File: src/rtl/dmem_arbiter.sv
// Two-port round-robin arbiter for the shared byte-lane data memory.
// Optional transfer statistics are enabled by defining DMEM_ARB_STATS_EN.
module dmem_arbiter #(
    parameter int AW       = 8,
    parameter int MAX_HOLD = 4
) (
    input  logic          clk,
    input  logic          rstd,
`ifdef DMEM_ARB_STATS_EN
    input  logic          stats_clr,
    output logic [15:0]   xfer_cnt_a,
    output logic [15:0]   xfer_cnt_b,
`endif
    input  logic          req_a,
    input  logic          lock_a,
    input  logic [AW-1:0] addr_a,
    input  logic [31:0]   wdata_a,
    input  logic [3:0]    wren_n_a,
    output logic          gnt_a,
    input  logic          req_b,
    input  logic          lock_b,
    input  logic [AW-1:0] addr_b,
    input  logic [31:0]   wdata_b,
    input  logic [3:0]    wren_n_b,
    output logic          gnt_b,
    output logic [AW-1:0] m_addr,
    output logic [31:0]   m_wdata,
    output logic [3:0]    m_wren_n,
    input  logic [31:0]   m_rdata,
    output logic [31:0]   rdata
);

    typedef enum logic [1:0] {IDLE, OWN_A, OWN_B} state_t;

    localparam logic [3:0] HOLD_LIM = 4'(MAX_HOLD - 1);

    state_t     r_state;
    state_t     w_next;
    logic       r_last_a;
    logic [3:0] r_hold_cnt;
    logic [3:0] w_hold_nxt;
    logic       r_gnt_a;
    logic       r_gnt_b;
    logic       w_xfer_a;
    logic       w_xfer_b;

    // A locked owner yields only once the hold limit is reached
    always_comb begin
        w_next = r_state;
        case (r_state)
            IDLE: begin
                if (req_a && req_b)
                    w_next = r_last_a ? OWN_B : OWN_A;
                else if (req_a)
                    w_next = OWN_A;
                else if (req_b)
                    w_next = OWN_B;
            end
            OWN_A: begin
                if (!req_a)
                    w_next = req_b ? OWN_B : IDLE;
                else if (req_b && (!lock_a || r_hold_cnt >= HOLD_LIM))
                    w_next = OWN_B;
            end
            OWN_B: begin
                if (!req_b)
                    w_next = req_a ? OWN_A : IDLE;
                else if (req_a && (!lock_b || r_hold_cnt >= HOLD_LIM))
                    w_next = OWN_A;
            end
            default: w_next = IDLE;
        endcase
    end

    always_comb begin
        w_hold_nxt = r_hold_cnt;
        if (w_next != r_state)
            w_hold_nxt = 4'd0;
        else if (r_hold_cnt < HOLD_LIM &&
                 ((r_state == OWN_A && req_b) || (r_state == OWN_B && req_a)))
            w_hold_nxt = r_hold_cnt + 4'd1;
    end

    always_ff @(posedge clk or negedge rstd) begin
        if (!rstd) begin
            r_state    <= IDLE;
            r_last_a   <= 1'b0;
            r_hold_cnt <= 4'd0;
            r_gnt_a    <= 1'b0;
            r_gnt_b    <= 1'b0;
        end else begin
            r_state    <= w_next;
            r_hold_cnt <= w_hold_nxt;
            r_gnt_a    <= (w_next == OWN_A);
            r_gnt_b    <= (w_next == OWN_B);
            if (w_next == OWN_A && r_state != OWN_A)
                r_last_a <= 1'b1;
            else if (w_next == OWN_B && r_state != OWN_B)
                r_last_a <= 1'b0;
        end
    end

    assign gnt_a    = r_gnt_a;
    assign gnt_b    = r_gnt_b;
    assign w_xfer_a = req_a && r_gnt_a;
    assign w_xfer_b = req_b && r_gnt_b;

    // Memory sees idle values unless the owner is actively requesting
    always_comb begin
        m_addr   = '0;
        m_wdata  = '0;
        m_wren_n = 4'hF;
        if (w_xfer_a) begin
            m_addr   = addr_a;
            m_wdata  = wdata_a;
            m_wren_n = wren_n_a;
        end else if (w_xfer_b) begin
            m_addr   = addr_b;
            m_wdata  = wdata_b;
            m_wren_n = wren_n_b;
        end
    end

    assign rdata = m_rdata;

`ifdef DMEM_ARB_STATS_EN
    logic [15:0] r_cnt_a;
    logic [15:0] r_cnt_b;

    always_ff @(posedge clk or negedge rstd) begin
        if (!rstd) begin
            r_cnt_a <= 16'd0;
            r_cnt_b <= 16'd0;
        end else if (stats_clr) begin
            r_cnt_a <= 16'd0;
            r_cnt_b <= 16'd0;
        end else begin
            if (w_xfer_a && r_cnt_a != 16'hFFFF)
                r_cnt_a <= r_cnt_a + 16'd1;
            if (w_xfer_b && r_cnt_b != 16'hFFFF)
                r_cnt_b <= r_cnt_b + 16'd1;
        end
    end

    assign xfer_cnt_a = r_cnt_a;
    assign xfer_cnt_b = r_cnt_b;
`endif

endmodule

File: config.mk
export PLATFORM = sky130hd
export DESIGN_NAME = dmem_arbiter
export DESIGN_NICKNAME = d
export VERILOG_FILES = /design/src/rtl/dmem_arbiter.sv
export SDC_FILE = /design/constraint.sdc
export NUM_CORES = 1
export LEC_CHECK = 0
export BUFFER_PORTS_ARGS = -buffer_cell sky130_fd_sc_hd__buf_4
export CORE_AREA = 4 4 77 79
export DETAILED_ROUTE_END_ITERATION = 16
export DIE_AREA = 0 0 81 83
export GPL_TIMING_DRIVEN = 0
export PLACE_DENSITY = 0.78
export SYNTH_ARGS = -nofsm -noshare
export SYNTH_HDL_FRONTEND = slang
export SYNTH_SLANG_ARGS = --single-unit
File: constraint.sdc
create_clock -name clk -period 2.2 [get_ports clk]
set_clock_uncertainty 0.1 [all_clocks]
set_input_delay 0.55 -clock clk [delete_from_list [all_inputs] [get_ports clk]]
set_output_delay 0.55 -clock clk [all_outputs]
set_load 0.02 [all_outputs]
==> results of run 1 <==
per-stage QoR:
step           setup TNS, ns  utilization [%]  setup WS (ns)
2_1_floorplan         -0.679                -        -0.0192
3_3_place_gp          -12.86             48.8         -0.370
3_5_place_dp          -12.39             48.8         -0.355
4_1_cts                    0             50.8         0.0262
5_1_grt                    0             51.0        0.00107
6_report                   0             51.1         0.0425
Yosys cell counts:
master / n
sky130_fd_sc_hd__a22o_1: 40
sky130_fd_sc_hd__nor2b_1: 1
sky130_fd_sc_hd__a32o_1: 1
sky130_fd_sc_hd__a2111oi_4: 1
sky130_fd_sc_hd__inv_1: 3
sky130_fd_sc_hd__o22a_1: 4
sky130_fd_sc_hd__nor3b_1: 2
sky130_fd_sc_hd__clkbuf_1: 12
sky130_fd_sc_hd__dfrtp_1: 9
sky130_fd_sc_hd__nor4_2: 1
sky130_fd_sc_hd__nor4b_1: 1
sky130_fd_sc_hd__nand3b_1: 2
sky130_fd_sc_hd__or4b_4: 1
sky130_fd_sc_hd__and4_1: 1
sky130_fd_sc_hd__a221oi_1: 4
sky130_fd_sc_hd__buf_1: 2
sky130_fd_sc_hd__buf_4: 32
sky130_fd_sc_hd__o31a_1: 1
sky130_fd_sc_hd__and2_1: 1
sky130_fd_sc_hd__a221o_2: 1
sky130_fd_sc_hd__and3_1: 2
sky130_fd_sc_hd__nor3_1: 4
sky130_fd_sc_hd__ha_1: 1
sky130_fd_sc_hd__nor2_1: 5
sky130_fd_sc_hd__nor4_1: 1
sky130_fd_sc_hd__a2111oi_2: 1
sky130_fd_sc_hd__o21ai_0: 4
sky130_fd_sc_hd__mux2i_1: 1
sky130_fd_sc_hd__nand3_1: 2
sky130_fd_sc_hd__nand2_1: 3
sky130_fd_sc_hd__xnor2_1: 1
power by group:
group,switching (W),total [W],internal [W],leakage [nW]
logic,0.000387,0.000821,0.000434,1.31
registers,0.0000304,0.000219,0.000188,0.116
clock network,0.0000645,0.000191,0.000126,0.0228
per-layer routing:
layer	wire length [µm]	GRT usage [%]	part of all wire, %
met1	2250	19.2	34
met2	3040	28.4	45
met3	1410	15.7	21
met4	14	1.69	0.21
met5	0	0	0
worst paths after layout:
kind	start	to	slack, ns	cells past startpoint
worst max-delay path	req_a	m_wdata[7]	0.04	5
worst min-delay path	rstd	gnt_b	0.04	1
worst max register to register	r_hold_cnt[0]	r_state[1]	0.10	4
worst min register to register	r_hold_cnt[0]	r_hold_cnt[0]	0.49	2
max in group asynchronous	rstd	gnt_a	1.82	1
min in group clk	req_a	gnt_b	0.49	2
sequential cells by signal, summed over array words and instances, names as in the netlist:
name / flops
r_hold_cnt: 4
r_state: 2
gnt_a: 1
gnt_b: 1
r_last_a: 1
critical path, stage by stage:
cell	delay, ns
sky130_fd_sc_hd__clkbuf_8	0.14
sky130_fd_sc_hd__and2_2	0.21
sky130_fd_sc_hd__clkbuf_4	0.19
sky130_fd_sc_hd__a22o_1	0.25
sky130_fd_sc_hd__buf_4	0.16
timing repair:
action                                  4_1_cts  5_1_grt
gates cloned                                  0        0
hold buffers                                  0        0
endpoints found under the hold margin         0        0
endpoints found under the setup margin       40       24
pin swaps                                     0        2
resized for setup                            22        5
cell type report:
cell class              instances  area [µm²]  area share [%]
plain buffers                  44         352            12.9
diodes                          1        2.50          0.0918
clock buffers                   4        45.0            1.65
repair buffers                169        1270            46.6
multi-input cells              87         729            26.8
inverters                       3        11.3           0.413
well taps                      72        90.1            3.31
flip-flops and latches          9         226            8.31
cell usage in the layout (no fill, tap or decap), types with 2 or more instances in the layout:
cell                       instances
sky130_fd_sc_hd__nand3b_1          2
sky130_fd_sc_hd__a221oi_1          4
sky130_fd_sc_hd__inv_1             3
sky130_fd_sc_hd__nor3_1            4
sky130_fd_sc_hd__clkbuf_1          2
sky130_fd_sc_hd__nor3b_1           2
sky130_fd_sc_hd__buf_4           203
sky130_fd_sc_hd__nand3_1           2
sky130_fd_sc_hd__nand2_1           2
sky130_fd_sc_hd__clkbuf_8          8
sky130_fd_sc_hd__o22a_1            4
sky130_fd_sc_hd__clkbuf_4          2
sky130_fd_sc_hd__nor2_1            5
sky130_fd_sc_hd__o21ai_0           4
sky130_fd_sc_hd__a22o_1           40
sky130_fd_sc_hd__dfrtp_1           8
cell families (layout without fill, tap and decap cells):
family,Yosys count,after routing,share of synthesized area [%]
compound gates,57,57,41.4
buf+inv,49,220,24.5
simple gates,27,27,13.3
flops,9,9,18.2
fa+ha+maj,1,1,1.01
xor+xnor,1,1,0.707
mux,1,1,0.808
other cells,0,1,0
==> metrics.md, run 1 <==
| Metric | Value |
|---|---|
| Layout fillers | 521 |
| Synthesis warning total | 0 |
| Worst hold slack after final layout | 0.0352 ns |
| Category of the worst setup path capture point | output port |
| Final Setup Violations | 0 |
| Post-CTS repair timing setup buffer count | 0 |
| Minimum clock period after layout | 2.16 ns |
| Slew headroom | 61.1% |
| Die boundary height | 83 µm |
| Run status | completed |
| Final period util | 98.1% |
| Largest net degree at the start of global routing | 11 |
| Arrival time at the worst endpoint | 1.51 ns |
| Wire length after detailed routing | 6.72 mm |
| Number of top-level design ports | 204 |
| H-tree depth reported by CTS | 1 |
| Detailed-router iteration count before antenna repair | 4 |
| Post-route insts no fill | 389 |
| Crit Path Class | primary input to output port |
| Worst-path fanout max | 10 |
| Standard cell area after detailed placement | 0.00260 mm² |
| Initial antenna violation count | 0 |
| Count of mapped cells out of synthesis | 145 |
| Maximum clock path buffer count | 2 |
| Slew @ Worst Pin | 0.578 ns |
| Count of cell types in the netlist | 31 |
| Post-Synthesis Net Count | 272 |
| Cell area after layout | 0.00273 mm² |
| Cts bufs inserted | 3 |
| Port Buffers | 169 |
| IR drop worst, VDD | 263 µV |
| Crit path required time | 1.55 ns |
| Max-slew violation count | 0 |
| Number of nets in the finished design | 444 |
| Standard-cell row count | 27 |
| Core region area | 0.00534 mm² |
| Area Growth Syn to Fin | 120% |
| Die area | 0.00672 mm² |
| Max-cap check violation count | 0 |
| RSZ-0062 raised after global routing | false |
| Average wire per cell in the routed design | 17.3 µm |
| Fraction of layout instances using a drive strength above 1 | 70.9% |
| Main area contributors after synthesis | sky130_fd_sc_hd__a22o_1, sky130_fd_sc_hd__buf_4, sky130_fd_sc_hd__dfrtp_1 |
| Remaining antenna violation count after routing | 0 |
| Clock latency at the later pin of the worst-skew pair | 0.23 ns |
| Worst hold path type | primary input to asynchronous set/reset pin |
| Cell Pwr Density | 451 mW/mm² |
| Post-Synthesis Cell Area | 0.00124 mm² |
| Horiz. Die Dim | 81 µm |
| Total Power Consumption | 0.00123 W |
| Detailed router's first-iteration violation count | 21 |
| Average instance area after synthesis | 8.54 µm² |
| Number of hold-slack violations in the final timing report | 0 |
| Cell accounting for the most synthesized area | sky130_fd_sc_hd__a22o_1 |
| # placed instances | 386 |
| Avg Vias per Cell | 4.50 |
| First-pass GRT wire length | 9.43 mm |
| Vias post-DR | 1,752 |
| Detailed-route DRC error count | 0 |
| Routability congestion estimate | 0.832 |
| Clock tree from TritonCTS | done |
| Number of storage elements in the synthesis netlist | 9 |
| Standby leakage power | 1.45 nW |
| Startpoint type of the worst setup path | primary input |
| Vias in the first global route | 1,759 |
| Seq/Total Area, Yosys | 18.2% |
| Area share of the largest cell type after synthesis | 28.3% |
| Sum of net half-perimeters after detailed placement | 6.00 mm |
| Clock root buffer master | sky130_fd_sc_hd__clkbuf_8 |
| Upper clock frequency limit | 464 MHz |
| Clock slew at reported path FFs | 0.05 ns |
| Starting Density | 23.2% |
| GRT Residual Overflow | 0 |
| Global routing usage summed across all routing layers | 18.2% |
| CTS sink cnt | 9 |
(Power assumes the default switching activity.)
==> inputs of run 2 (changes only) <==
--- a/config.mk
+++ b/config.mk
@@ -6,11 +6,12 @@
 export NUM_CORES = 1
 export LEC_CHECK = 0
 export BUFFER_PORTS_ARGS = -buffer_cell sky130_fd_sc_hd__buf_4
-export CORE_AREA = 4 4 77 79
+export CORE_AREA = 2 2 79 81
 export DETAILED_ROUTE_END_ITERATION = 16
 export DIE_AREA = 0 0 81 83
 export GPL_TIMING_DRIVEN = 0
-export PLACE_DENSITY = 0.78
+export PLACE_DENSITY = 0.71
+export RECOVER_POWER = 100
 export SYNTH_ARGS = -nofsm -noshare
 export SYNTH_HDL_FRONTEND = slang
 export SYNTH_SLANG_ARGS = --single-unit
==> run 2 against run 1 <==
  * Non-clock buffer count stayed put
  * Global-route usage fell by 3.3 points
  * Total power shrank 5.4%
  * Core utilization decreased by 7.9 points
  * Largest power group unchanged
==> metrics.md, run 2 (synthesized netlist as in run 1, its figures left out) <==
| Metric | Value |
|---|---|
| Clock root buffer master | sky130_fd_sc_hd__clkbuf_8 |
| Post-CTS repair timing setup buffer count | 0 (unchanged) |
| Number of nets in the finished design | 444 (unchanged) |
| Final Setup Violations | 0 (unchanged) |
| Vias post-DR | 1,806 (+3.1%) |
| Avg Vias per Cell | 4.62 (+2.6%) |
| Die area | 0.00672 mm² (unchanged) |
| Crit path required time | 1.55 ns (about the same) |
| Fraction of layout instances using a drive strength above 1 | 59.5% (-11 points) |
| Horiz. Die Dim | 81 µm (unchanged) |
| RSZ-0062 raised after global routing | false |
| GRT Residual Overflow | 0 (unchanged) |
| Die boundary height | 83 µm (unchanged) |
| Max-slew violation count | 0 (unchanged) |
| Number of top-level design ports | 204 (unchanged) |
| Detailed router's first-iteration violation count | 21 (unchanged) |
| Starting Density | 21.3% (-1.9 points) |
| Area Growth Syn to Fin | 103% |
| Upper clock frequency limit | 470 MHz (+1.4%) |
| Layout fillers | 630 (+21%) |
| Average wire per cell in the routed design | 14.2 µm (-18%) |
| Number of diodes | 0 (-1) |
| Maximum clock path buffer count | 2 (unchanged) |
| Cts bufs inserted | 3 (unchanged) |
| CTS sink cnt | 9 (unchanged) |
| Cell area after layout | 0.00251 mm² (-7.9%) |
| Sum of net half-perimeters after detailed placement | 4.74 mm (-21%) |
| Minimum clock period after layout | 2.13 ns (-0.0300 ns) |
| Initial antenna violation count | 0 (unchanged) |
| IR drop worst, VDD | 393 µV (+50%) |
| Core region area | 0.00582 mm² (+9.0%) |
| Worst-path fanout max | 10 (unchanged) |
| Most common library cell in the layout ignoring fill and taps | sky130_fd_sc_hd__buf_4 |
| Detailed-router iteration count before antenna repair | 4 (unchanged) |
| H-tree depth reported by CTS | 1 (unchanged) |
| Clock latency at the later pin of the worst-skew pair | 0.23 ns (about the same) |
| Slew @ Worst Pin | 0.633 ns (+0.0551 ns) |
| Slew headroom | 57.4% (-3.7 points) |
| Clock slew at reported path FFs | 0.05 ns (about the same) |
| Post-Place Setup Slack | -0.357 ns (-0.00151 ns) |
| Largest reg by FF count | r_hold_cnt |
| First-pass GRT wire length | 8.16 mm (-14%) |
| Arrival time at the worst endpoint | 1.48 ns (-0.03 ns) |
| Total Power Consumption | 0.00116 W (-5.4%) |
| Setup slack after layout | 0.0726 ns (+0.0300 ns) |
| Worst hold path type | primary input to asynchronous set/reset pin |
| Remaining antenna violation count after routing | 0 (unchanged) |
| Startpoint type of the worst setup path | flip-flop |
| Largest net degree at the start of global routing | 11 (unchanged) |
| Standard cell area after detailed placement | 0.00261 mm² (+0.14%) |
| Commonest cells after routing, fill and taps aside | sky130_fd_sc_hd__buf_4, sky130_fd_sc_hd__a22o_1, sky130_fd_sc_hd__clkbuf_1 |
| Hold buffer count at CTS | 0 (unchanged) |
| Flip-flop count of the largest register after layout | 4 (unchanged) |
| Routability congestion estimate | 0.755 (-9.2%) |
| Standard-cell row count | 28 (+3.7%) |
| Number of hold-slack violations in the final timing report | 0 (unchanged) |
| Largest registers | r_hold_cnt: 4 flops, r_state: 2 flops |
| Run status | completed |
| Vias in the first global route | 1,656 (-5.9%) |
| Global routing usage summed across all routing layers | 14.9% (-3.3 points) |
| Max-cap check violation count | 0 (unchanged) |
| Internal reg-to-reg setup slack | 0.11 ns (about the same) |
| Port Buffers | 169 (unchanged) |
| Final period util | 96.7% (-1.4 points) |
| Crit Path Class | flip-flop to output port |
| Clock tree from TritonCTS | done |
| Detailed-route DRC error count | 0 (unchanged) |
| Cell Pwr Density | 463 mW/mm² (+2.6%) |
| Category of the worst setup path capture point | output port |
| Standby leakage power | 1.30 nW (-10%) |
| Wire length after detailed routing | 5.55 mm (-17%) |
## run 2: repair_timing
item,4_1_cts,5_1_grt
gates resized for setup,22,7
pin swaps,0,3
endpoints found under the setup margin,40,46
## run 2: routing by layer
layer	track usage, %	vias to the layer above	part of all wire, %
li1	-	874	-
met1	17.1	836	36
met2	27.6	88	53
met3	2.07	8	8.9
met4	4.78	0	1.8
met5	0	-	0
## run 2: worst max-delay path: stages, from the launching register on
cell and delay [ns]:
sky130_fd_sc_hd__dfrtp_2 0.43, sky130_fd_sc_hd__nand2_4 0.11, sky130_fd_sc_hd__and3_4 0.23, sky130_fd_sc_hd__clkbuf_8 0.17, sky130_fd_sc_hd__a22o_1 0.13, sky130_fd_sc_hd__clkbuf_2 0.17
## run 2: worst paths after layout
kind	startpoint	endpoint	cells after the start
setup / recovery	gnt_a	m_wdata[16]	5
hold / removal	rstd	r_state[1]	1
setup reg to reg	r_hold_cnt[0]	r_state[1]	4
hold reg to reg	r_hold_cnt[0]	r_hold_cnt[0]	2
max in group asynchronous	rstd	gnt_a	1
min in group clk	req_a	gnt_b	2
## run 2: stage by stage
step | std cells | hold slack [ns] | util [%] | TNS, ns
global placement | 389 | 0.277 | 44.8 | -13.20
floorplan | 145 | 0.154 | - | -0.679
CTS | 391 | 0.0286 | 46.6 | -0.00933
global route | 391 | 0.194 | 43.2 | 0
detailed placement | 389 | 0.280 | 44.8 | -12.99
finish | 391 | 0.141 | 43.2 | 0
## run 2: power by group
group | total [W] | internal (W) | switching, W
logic | 0.000752 | 0.000370 | 0.000382
clock network | 0.000193 | 0.000124 | 0.0000688
registers | 0.000219 | 0.000188 | 0.0000306
## run 2: cell type report
type,count,area [µm²],share of cell area (%)
repair buffers,169,1060,42.3
multi-input cells,87,731,29.1
inverters,3,11.3,0.448
clock inverters,1,5.00,0.199
clock buffers,3,41.3,1.64
well taps,75,93.8,3.74
flip-flops and latches,9,226,9.02
plain buffers,44,340,13.6
==> inputs of run 3 (changes only) <==
--- a/config.mk
+++ b/config.mk
@@ -11,7 +11,6 @@
 export DIE_AREA = 0 0 81 83
 export GPL_TIMING_DRIVEN = 0
 export PLACE_DENSITY = 0.71
-export RECOVER_POWER = 100
 export SYNTH_ARGS = -nofsm -noshare
 export SYNTH_HDL_FRONTEND = slang
 export SYNTH_SLANG_ARGS = --single-unit
==> run 3 against run 2 <==
  * Total power up 5.9%
  * Sequential power about the same
  * Critical path depth up 1
  * Highest routed layer unchanged
  * Critical endpoint is now m_addr[4]
  * Register-to-register slack better by 0.04 ns
  * Routed wire length about the same
  * Die area unchanged
==> metrics.md, run 3 (synthesized netlist as in run 1, its figures left out) <==
| Metric | Value |
|---|---|
| Slew @ Worst Pin | 0.630 ns (-0.00282 ns) |
| CTS sink cnt | 9 (unchanged) |
| Sum Neg Setup Slack | 0 ns (unchanged) |
| Worst hold path type | primary input to asynchronous set/reset pin |
| Standard-cell row count | 28 (unchanged) |
| Number of diodes | 0 (unchanged) |
| Max-cap check violation count | 0 (unchanged) |
| Sequence of cells on the critical path | buf_6 > nand2_4 > and3_4 > clkbuf_8 > a22o_1 > buf_4 |
| Commonest cells after routing, fill and taps aside | sky130_fd_sc_hd__buf_4, sky130_fd_sc_hd__a22o_1, sky130_fd_sc_hd__dfrtp_1 |
| Crit path to | m_addr[4] |
| Global routing usage summed across all routing layers | 14.9% (unchanged) |
| Startpoint type of the worst setup path | primary input |
| Category of the worst setup path capture point | output port |
| Capturing point of the worst reg2reg path | r_hold_cnt[3] |
| Crit Path Class | primary input to output port |
| Largest registers | r_hold_cnt: 4 flops, r_state: 2 flops |
| Die boundary height | 83 µm (unchanged) |
| Utilization of the core after routing | 46.9% (+3.8 points) |
| Detailed-router iteration count before antenna repair | 4 (unchanged) |
| Fraction of layout instances using a drive strength above 1 | 71.5% (+12 points) |
| Maximum clock path buffer count | 2 (unchanged) |
| First-pass GRT wire length | 8.16 mm (unchanged) |
| GRT Residual Overflow | 0 (unchanged) |
| Clock latency at the later pin of the worst-skew pair | 0.23 ns (about the same) |
| Detailed router's first-iteration violation count | 18 (-14%) |
| Run status | completed |
| Number of top-level design ports | 204 (unchanged) |
| Internal reg-to-reg setup slack | 0.15 ns (+0.04 ns) |
| Largest net degree at the start of global routing | 11 (unchanged) |
| Avg Vias per Cell | 4.61 (-0.17%) |
| Final Setup Violations | 0 (unchanged) |
| Final period util | 95.7% (-1.0 points) |
| Post-route insts no fill | 391 (unchanged) |
| Sum of net half-perimeters after detailed placement | 4.74 mm (unchanged) |
| Initial antenna violation count | 0 (unchanged) |
| Crit path largest cell delay | 0.21 ns (-0.22 ns) |
| Area Growth Syn to Fin | 120% |
| Clock root buffer master | sky130_fd_sc_hd__clkbuf_8 |
| Max-slew violation count | 0 (unchanged) |
| Number of nets in the finished design | 444 (unchanged) |
| Starting Density | 21.3% (unchanged) |
| Detailed-route DRC error count | 0 (unchanged) |
| Standby leakage power | 1.45 nW (+12%) |
| Worst-path fanout max | 10 (unchanged) |
| Setup crit start | req_a |
| Vias post-DR | 1,803 (-0.17%) |
| Reg2Reg Depth | 5 (+1) |
| Post-CTS repair timing setup buffer count | 0 (unchanged) |
| Arrival time at the worst endpoint | 1.46 ns (-0.02 ns) |
| Die area | 0.00672 mm² (unchanged) |
| Largest reg by FF count | r_hold_cnt |
| Minimum clock period after layout | 2.11 ns (-0.0224 ns) |
| Upper clock frequency limit | 475 MHz (+1.1%) |
| RSZ-0062 raised after global routing | false |
| Number of hold-slack violations in the final timing report | 0 (unchanged) |
| # placed instances | 389 (unchanged) |
| Routability congestion estimate | 0.755 (unchanged) |
| Port Buffers | 169 (unchanged) |
| H-tree depth reported by CTS | 1 (unchanged) |
| Clock slew at reported path FFs | 0.05 ns (about the same) |
| Slew headroom | 57.6% (+0.19 points) |
| Remaining antenna violation count after routing | 0 (unchanged) |
| Crit path required time | 1.55 ns (about the same) |
| Cell Pwr Density | 451 mW/mm² (-2.6%) |
| Worst hold slack after final layout | 0.0262 ns (-0.115 ns) |
| Horiz. Die Dim | 81 µm (unchanged) |
| Clock tree from TritonCTS | done |
| Average wire per cell in the routed design | 14.2 µm (about the same) |
| Slowest stage cell, crit path | sky130_fd_sc_hd__and3_4 |
| Flip-flop count of the largest register after layout | 4 (unchanged) |
| Most common library cell in the layout ignoring fill and taps | sky130_fd_sc_hd__buf_4 |
| IR drop worst, VDD | 395 µV (+0.46%) |
| Reg-to-reg critical path startpoint | r_hold_cnt[0] |
| Vias in the first global route | 1,656 (unchanged) |
| Wire length after detailed routing | 5.55 mm (about the same) |
| Core region area | 0.00582 mm² (unchanged) |
| Cts bufs inserted | 3 (unchanged) |
-- run 3: final cells by class --
type	count	area, µm²
Fill cell	575	3090
Tap cell	75	93.8
Sequential cell	9	226
Timing Repair Buffer	169	1270
Inverter	3	11.3
Multi-Input combinational cell	87	737
Clock inverter	1	5.00
Clock buffer	3	41.3
Buffer	44	347
-- run 3: metrics by stage --
stage	area [µm²]	worst slack, ns	power (W)
after floorplan	1240	-0.0192	0.000659
after global placement	2610	-0.348	0.00101
after detailed placement	2610	-0.357	0.00102
after CTS	2710	-0.00687	0.00123
after global routing	2730	0.0204	0.00130
final	2730	0.0950	0.00123
-- run 3: worst max-delay path, delay by kind of cell --
family | cells | cell delay (ns)
AOI/OAI and AO/OA | 1 | 0.18
buffers and inverters | 3 | 0.43
and+or+nand+nor | 2 | 0.28
-- run 3: timing repair --
item / CTS / global route
hold buffers: 0 / 0
resized for setup: 22 / 7
setup endpoints to repair: 40 / 46
pin swaps: 0 / 3
-- run 3: worst min path at each step --
stage	start	endpoint	slack, ns
5_1_grt	rstd	r_hold_cnt[3]	0.03
6_report	rstd	gnt_a	0.03
4_1_cts	rstd	r_last_a	0.03
3_3_place_gp	rstd	gnt_a	0.28
2_1_floorplan	rstd	gnt_a	0.15
3_5_place_dp	rstd	gnt_a	0.28
-- run 3: routing by layer --
metal	vias up	GRT usage, %	share of wire, %
li1	874	-	-
met1	837	17.1	36
met2	84	27.6	53
met3	8	2.07	9.0
met4	0	4.78	1.7
met5	-	0	0
-- run 3: where the power goes --
| group | leakage [nW] | switching [W] | total (W) | internal (W) |
|---|---|---|---|---|
| sequential | 0.116 | 0.0000303 | 0.000219 | 0.000188 |
| combinational | 1.31 | 0.000386 | 0.000821 | 0.000435 |
| clock | 0.0255 | 0.0000685 | 0.000192 | 0.000124 |
